==> src/rtl/uart_tx_mmio.sv <==
// uart_tx_mmio: CPU-side UART transmitter, byte FIFO feeding an 8N1 shifter.
// Define UART_TX_PARITY_EN to insert an even-parity bit (11-bit frames).
module uart_tx_mmio #(
   parameter int CLK_HZ     = 23_000_000,
   parameter int BAUD       = 115_200,
   parameter int FIFO_DEPTH = 16,
   localparam int CW        = $clog2(FIFO_DEPTH) + 1
) (
   input  logic          clk,
   input  logic          rst,
   input  logic          wr_en,
   input  logic [7:0]    wr_data,
   output logic          fifo_full,
   output logic          fifo_empty,
   output logic [CW-1:0] fifo_count,
   output logic          tx_busy,
   output logic          tx
);

   localparam int DIV = (CLK_HZ + BAUD / 2) / BAUD;
   localparam int AW  = $clog2(FIFO_DEPTH);
   localparam int BW  = $clog2(DIV);

   if (DIV < 2) begin : g_div_chk
      $error("uart_tx_mmio: DIV must be >= 2");
   end
   if (FIFO_DEPTH < 2 || (1 << AW) != FIFO_DEPTH) begin : g_depth_chk
      $error("uart_tx_mmio: FIFO_DEPTH must be a power of 2, >= 2");
   end

`ifdef UART_TX_PARITY_EN
   typedef enum logic [2:0] {
      S_IDLE, S_START, S_DATA, S_PARITY, S_STOP
   } state_e;
`else
   typedef enum logic [1:0] {
      S_IDLE, S_START, S_DATA, S_STOP
   } state_e;
`endif

   logic [7:0]    mem_q [FIFO_DEPTH];
   logic [AW-1:0] wptr_q, wptr_d;
   logic [AW-1:0] rptr_q, rptr_d;
   logic [CW-1:0] cnt_q, cnt_d;
   logic          full_q, full_d;
   logic          empty_q, empty_d;
   logic          push, pop;
   logic [7:0]    head;

   state_e        state_q, state_d;
   logic [BW-1:0] baud_q, baud_d;
   logic [2:0]    bit_q, bit_d;
   logic [7:0]    shift_q, shift_d;
   logic          tx_q, tx_d;
   logic          busy_q, busy_d;
   logic          baud_end;
`ifdef UART_TX_PARITY_EN
   logic          par_q, par_d;
`endif

   // A write to a full FIFO is dropped even if a pop frees a slot this cycle
   assign push     = wr_en & ~full_q;
   assign head     = mem_q[rptr_q];
   assign baud_end = (baud_q == BW'(DIV - 1));

   // FIFO storage; contents outside the pointers are don't-care, so no reset
   always_ff @(posedge clk) begin
      if (push) mem_q[wptr_q] <= wr_data;
   end

   // FIFO pointer/count/flag next state, flags derived from the new count
   always_comb begin
      wptr_d = push ? wptr_q + AW'(1) : wptr_q;
      rptr_d = pop  ? rptr_q + AW'(1) : rptr_q;
      cnt_d  = cnt_q;
      if (push && !pop)      cnt_d = cnt_q + CW'(1);
      else if (pop && !push) cnt_d = cnt_q - CW'(1);
      full_d  = (cnt_d == CW'(FIFO_DEPTH));
      empty_d = (cnt_d == '0);
   end

   // FIFO bookkeeping registers
   always_ff @(posedge clk) begin
      if (rst) begin
         wptr_q  <= '0;
         rptr_q  <= '0;
         cnt_q   <= '0;
         full_q  <= 1'b0;
         empty_q <= 1'b1;
      end else begin
         wptr_q  <= wptr_d;
         rptr_q  <= rptr_d;
         cnt_q   <= cnt_d;
         full_q  <= full_d;
         empty_q <= empty_d;
      end
   end

   // Shifter state register; tx and busy registered alongside the state
   always_ff @(posedge clk) begin
      if (rst) begin
         state_q <= S_IDLE;
         baud_q  <= '0;
         bit_q   <= '0;
         shift_q <= '0;
         tx_q    <= 1'b1;
         busy_q  <= 1'b0;
`ifdef UART_TX_PARITY_EN
         par_q   <= 1'b0;
`endif
      end else begin
         state_q <= state_d;
         baud_q  <= baud_d;
         bit_q   <= bit_d;
         shift_q <= shift_d;
         tx_q    <= tx_d;
         busy_q  <= busy_d;
`ifdef UART_TX_PARITY_EN
         par_q   <= par_d;
`endif
      end
   end

   // Next-state: each non-idle bit lasts DIV cycles; STOP chains frames
   always_comb begin
      state_d = state_q;
      baud_d  = baud_q + BW'(1);
      bit_d   = bit_q;
      shift_d = shift_q;
      pop     = 1'b0;
      unique case (state_q)
         S_IDLE: begin
            baud_d = '0;
            if (!empty_q) begin
               pop     = 1'b1;
               shift_d = head;
               state_d = S_START;
            end
         end
         S_START: begin
            if (baud_end) begin
               baud_d  = '0;
               bit_d   = '0;
               state_d = S_DATA;
            end
         end
         S_DATA: begin
            if (baud_end) begin
               baud_d  = '0;
               shift_d = {1'b0, shift_q[7:1]};
               bit_d   = bit_q + 3'd1;
               if (bit_q == 3'd7) begin
`ifdef UART_TX_PARITY_EN
                  state_d = S_PARITY;
`else
                  state_d = S_STOP;
`endif
               end
            end
         end
`ifdef UART_TX_PARITY_EN
         S_PARITY: begin
            if (baud_end) begin
               baud_d  = '0;
               state_d = S_STOP;
            end
         end
`endif
         S_STOP: begin
            if (baud_end) begin
               baud_d = '0;
               if (!empty_q) begin
                  pop     = 1'b1;
                  shift_d = head;
                  state_d = S_START;
               end else begin
                  state_d = S_IDLE;
               end
            end
         end
         default: state_d = S_IDLE;
      endcase
`ifdef UART_TX_PARITY_EN
      par_d = pop ? ^head : par_q;
`endif
   end

   // Output decode from the next state so tx is a clean registered bit
   always_comb begin
      tx_d = 1'b1;
      unique case (state_d)
         S_START:  tx_d = 1'b0;
         S_DATA:   tx_d = shift_d[0];
`ifdef UART_TX_PARITY_EN
         S_PARITY: tx_d = par_d;
`endif
         default:  tx_d = 1'b1;
      endcase
      busy_d = (state_d != S_IDLE);
   end

   assign fifo_full  = full_q;
   assign fifo_empty = empty_q;
   assign fifo_count = cnt_q;
   assign tx_busy    = busy_q;
   assign tx         = tx_q;

endmodule

==> config.mk <==
export PLATFORM = sky130hd
export DESIGN_NAME = uart_tx_mmio
export DESIGN_NICKNAME = d
export VERILOG_FILES = /design/src/rtl/uart_tx_mmio.sv
export SDC_FILE = /design/constraint.sdc
export NUM_CORES = 1
export LEC_CHECK = 0
export ABC_AREA = 1
export CORE_MARGIN = 2
export CORE_UTILIZATION = 55
export DETAILED_ROUTE_END_ITERATION = 8
export PLACE_DENSITY = 0.81
export SLEW_MARGIN = 20
export SYNTH_ARGS = -nofsm -noshare
export SYNTH_HDL_FRONTEND = slang
export SYNTH_SLANG_ARGS = --single-unit
==> constraint.sdc <==
create_clock -name clk -period 2.19 [get_ports clk]
set_input_delay 0.438 -clock clk [delete_from_list [all_inputs] [get_ports clk]]
set_output_delay 0.438 -clock clk [all_outputs]
set_load 0.02 [all_outputs]
==> results summary <==
The shortest clock period the worst path allows after layout is 2010 ps. The TritonCTS clock tree is built. The number of global-route vias before repair is 5296. The total number of yosys warnings is 0. The count of antenna diodes in the layout came out at 0.

The critical path is of the reg2out type. The core outline area is 13200 µm². The initialized floorplan defines 42 standard-cell rows.

The setup TNS after final layout is 0 ps. The total overflow reported by the global router is 0. The share of the Yosys chip area taken by registers is 63.2%. In this run the deepest clock path goes through 2 buffers. The number of search-and-repair iterations in the first detailed-routing pass is 5. The type of the most critical hold path is reg2reg. The area added between synthesis and finish came out at 14.8%. The worst max-slew margin expressed relative to the limit came out at 64.0%.

The critical path goes through clkdlybuf4s50_1. The number of ports placed on the die boundary came out at 20. The initial antenna violation count came to 0. For this run, the leading register cell type out of synthesis is sky130_fd_sc_hd__edfxtp_1. The required time of the critical path is 1750 ps. The count of distinct cell types in the synthesized netlist came out at 34.

In this run the critical register-to-register path is captured at shift_q[4]$_SDFFE_PP0P_. The setup-violating endpoint count in the final report is 0. The max-capacitance violation count is 0. The total number of vias is 5327. The fraction of the cycle the final worst path needs is 91.8%.

The start point of the critical path is fifo_count[2]$_SDFF_PP0_. The detailed-route wire length is 16700 µm. The clock input transition at the sequential cells of the worst setup and hold paths came out at 60 ps. The largest individual stage delay along the critical path comes from the cell sky130_fd_sc_hd__clkdlybuf4s50_1. The leading cell type in the layout, fill and taps excluded is sky130_fd_sc_hd__nor2_1. The data arrival time of the critical path is 1570 ps. Measured along the y axis, the die boundary spans 120 µm. In this run the worst path has a maximum fanout of 7. Counting flops with a built-in enable in the synthesized netlist gives 128.

The HPWL reported at the end of detailed placement is 10900 µm. IR analysis of the VDD net gives a maximum drop of 0.743 mV. CTS saw 170 sinks. The global-route total usage across every layer came out at 24.5%. The number of nets still failing antenna checks after routing came out at 0. The kind of capture point of the worst setup path is an output port. The average wire per standard cell is 17.2 µm. Buffers placed on the I/O ports in this run total 19. Post-CTS repair changed the size of 0 cells. The number of remaining DRC errors is 0. Hold repair after CTS inserted 0 buffers. Buffers inserted during clock tree synthesis total 17. The number of cells on the worst reg-to-reg path came out at 12. The share of cells above drive strength 1 came out at 10.2%.

The largest net degree at the start of global routing came out at 77. The count of final hold-check violations came out at 0. The largest single stage delay on the critical path is 670 ps. The chip width came out at 120 µm. The analysis attributes to cell leakage a power of 3.23 nW. In this run, the number of DRC markers left after iteration 0 of detailed routing was 419. The total nets after synthesis is 762. The setup fix buffers added after clock tree synthesis came out at 0. The number of pins with negative max-slew slack in the final report is 0. The post-synthesis cell count is 736. The worst slack on hold paths is 457 ps. The placer congestion estimate is 0.950. A synthesized cell averages 10.1 µm². The post-synthesis async set-or-reset flop share is 0%.

The synthesized flop and latch total is 170. For the pin with the worst max-slew slack, the measured transition is 539 ps. The count of buffering cells on the critical path with inverters included came out at 1. For flop-to-flop paths, the worst setup slack is 250 ps. The run finished with clean final reports. Following the worst setup path forward leads to its endpoint at fifo_count[2]. For this configuration, the core starts out at a cell density of 56.2%. The library cells used most frequently in the layout, excluding fill and tap cells, are sky130_fd_sc_hd__nor2_1, sky130_fd_sc_hd__edfxtp_1, sky130_fd_sc_hd__nand2_1. The first-pass GRT wire length came out at 26600 µm.

The total die area is 14400 µm². The count of nets after finishing is 806. The family with the most delay on the worst path is buffers and inverters. Setup repair after global routing left no endpoint under its margin. The post-synthesis instance area is 7410 µm². The H-tree depth came out at 4. The clock tree root buffer cell is sky130_fd_sc_hd__clkbuf_16. The source-to-sink clock delay at the later pin of the worst-skew pair came out at 430 ps.

The average vias per placed instance is 5.50. On the final layout, the worst clock skew is 7.59 ps. The critical path launch point type is a flip-flop. For this run, the top clock speed supported by timing is 498 MHz.

In this run the number of cells on the critical path is 1. For this design the ratio of total power to cell area is 1100 nW/µm².
area by class of cell:
| type | count | area (µm²) |
|---|---|---|
| Clock inverter | 7 | 42.5 |
| Multi-Input combinational cell | 478 | 2360 |
| Inverter | 59 | 221 |
| Fill cell | 1002 | 4690 |
| Tap cell | 176 | 220 |
| Sequential cell | 170 | 4690 |
| Clock buffer | 25 | 498 |
| Timing Repair Buffer | 54 | 478 |
worst min path at each step:
stage	start	to	slack, ps	depth (start not counted)
after global placement	baud_q[0]$_SDFF_PP0_	baud_q[0]$_SDFF_PP0_	430	1
after floorplan	baud_q[0]$_SDFF_PP0_	baud_q[0]$_SDFF_PP0_	420	1
final	baud_q[0]$_SDFF_PP0_	baud_q[0]$_SDFF_PP0_	460	1
after global routing	bit_q[0]$_SDFFE_PP0P_	bit_q[0]$_SDFFE_PP0P_	490	2
after CTS	baud_q[0]$_SDFF_PP0_	baud_q[0]$_SDFF_PP0_	470	1
after detailed placement	baud_q[0]$_SDFF_PP0_	baud_q[0]$_SDFF_PP0_	460	1
kinds of logic after synthesis:
group	after synthesis	synth area share (%)
AO/OA/AOI/OAI	100	7.41
XOR/XNOR	9	1.06
adder cells (fa/ha/maj)	15	2.53
buffers and inverters	88	4.93
flip-flops	170	63.2
AND/OR/NAND/NOR	354	20.8
where the power goes:
group	switching (mW)	internal (mW)	total, mW
Sequential	0.158	3.66	3.82
Combinational	1.80	0.964	2.77
Clock	1.16	1.58	2.74
stage by stage:
step                setup WS [ps]  std cells  util (%)  power (mW)  cell area, µm²
global route                 93.1        969      64.5        9.82            8500
finish                        180        969      64.5        9.32            8500
global placement              171        937      60.4        6.52            7960
detailed placement            141        937      60.4        6.62            7960
floorplan                     424        736         -        5.82            7410
CTS                           166        969      64.5        9.34            8500
flip-flops by register name, indices dropped and copies added (netlist names), named ones only:
register and flops:
shift_q 8, state_q 2, fifo_empty 1, wptr_q 4, tx 1, fifo_count 5, baud_q 8, bit_q 3
mem_q 128, rptr_q 4, fifo_full 1, tx_busy 1
cell usage after synthesis, types with 4 or more instances:
cell type                    n  area, µm²
sky130_fd_sc_hd__clkbuf_1   11       41.3
sky130_fd_sc_hd__buf_2      13       65.1
sky130_fd_sc_hd__nor2_2      4       25.0
sky130_fd_sc_hd__nand2_1   117        439
sky130_fd_sc_hd__a21oi_1    21        105
sky130_fd_sc_hd__o21ai_1     9       45.0
sky130_fd_sc_hd__ha_1       15        188
sky130_fd_sc_hd__dfxtp_1    42        841
sky130_fd_sc_hd__xor2_1      8       70.1
sky130_fd_sc_hd__and3_1      4       25.0
sky130_fd_sc_hd__o21ai_0    52        260
sky130_fd_sc_hd__nor3_1      4       20.0
sky130_fd_sc_hd__edfxtp_1  128       3840
sky130_fd_sc_hd__o211ai_1   14        105
sky130_fd_sc_hd__nand3_1    69        345
sky130_fd_sc_hd__inv_1      55        206
sky130_fd_sc_hd__nor2_1    136        510
sky130_fd_sc_hd__nand4_1     5       31.3
per-layer routing:
| layer | GRT usage, % | part of all wire (%) | vias to the layer above |
|---|---|---|---|
| met1 | 29.7 | 39 | 2491 |
| li1 | - | - | 2580 |
| met2 | 41.9 | 50 | 215 |
| met3 | 6.13 | 7.9 | 41 |
| met5 | 0 | 0 | - |
| met4 | 9.63 | 2.4 | 0 |
No activity file was read; power rests on OpenSTA's default activity.
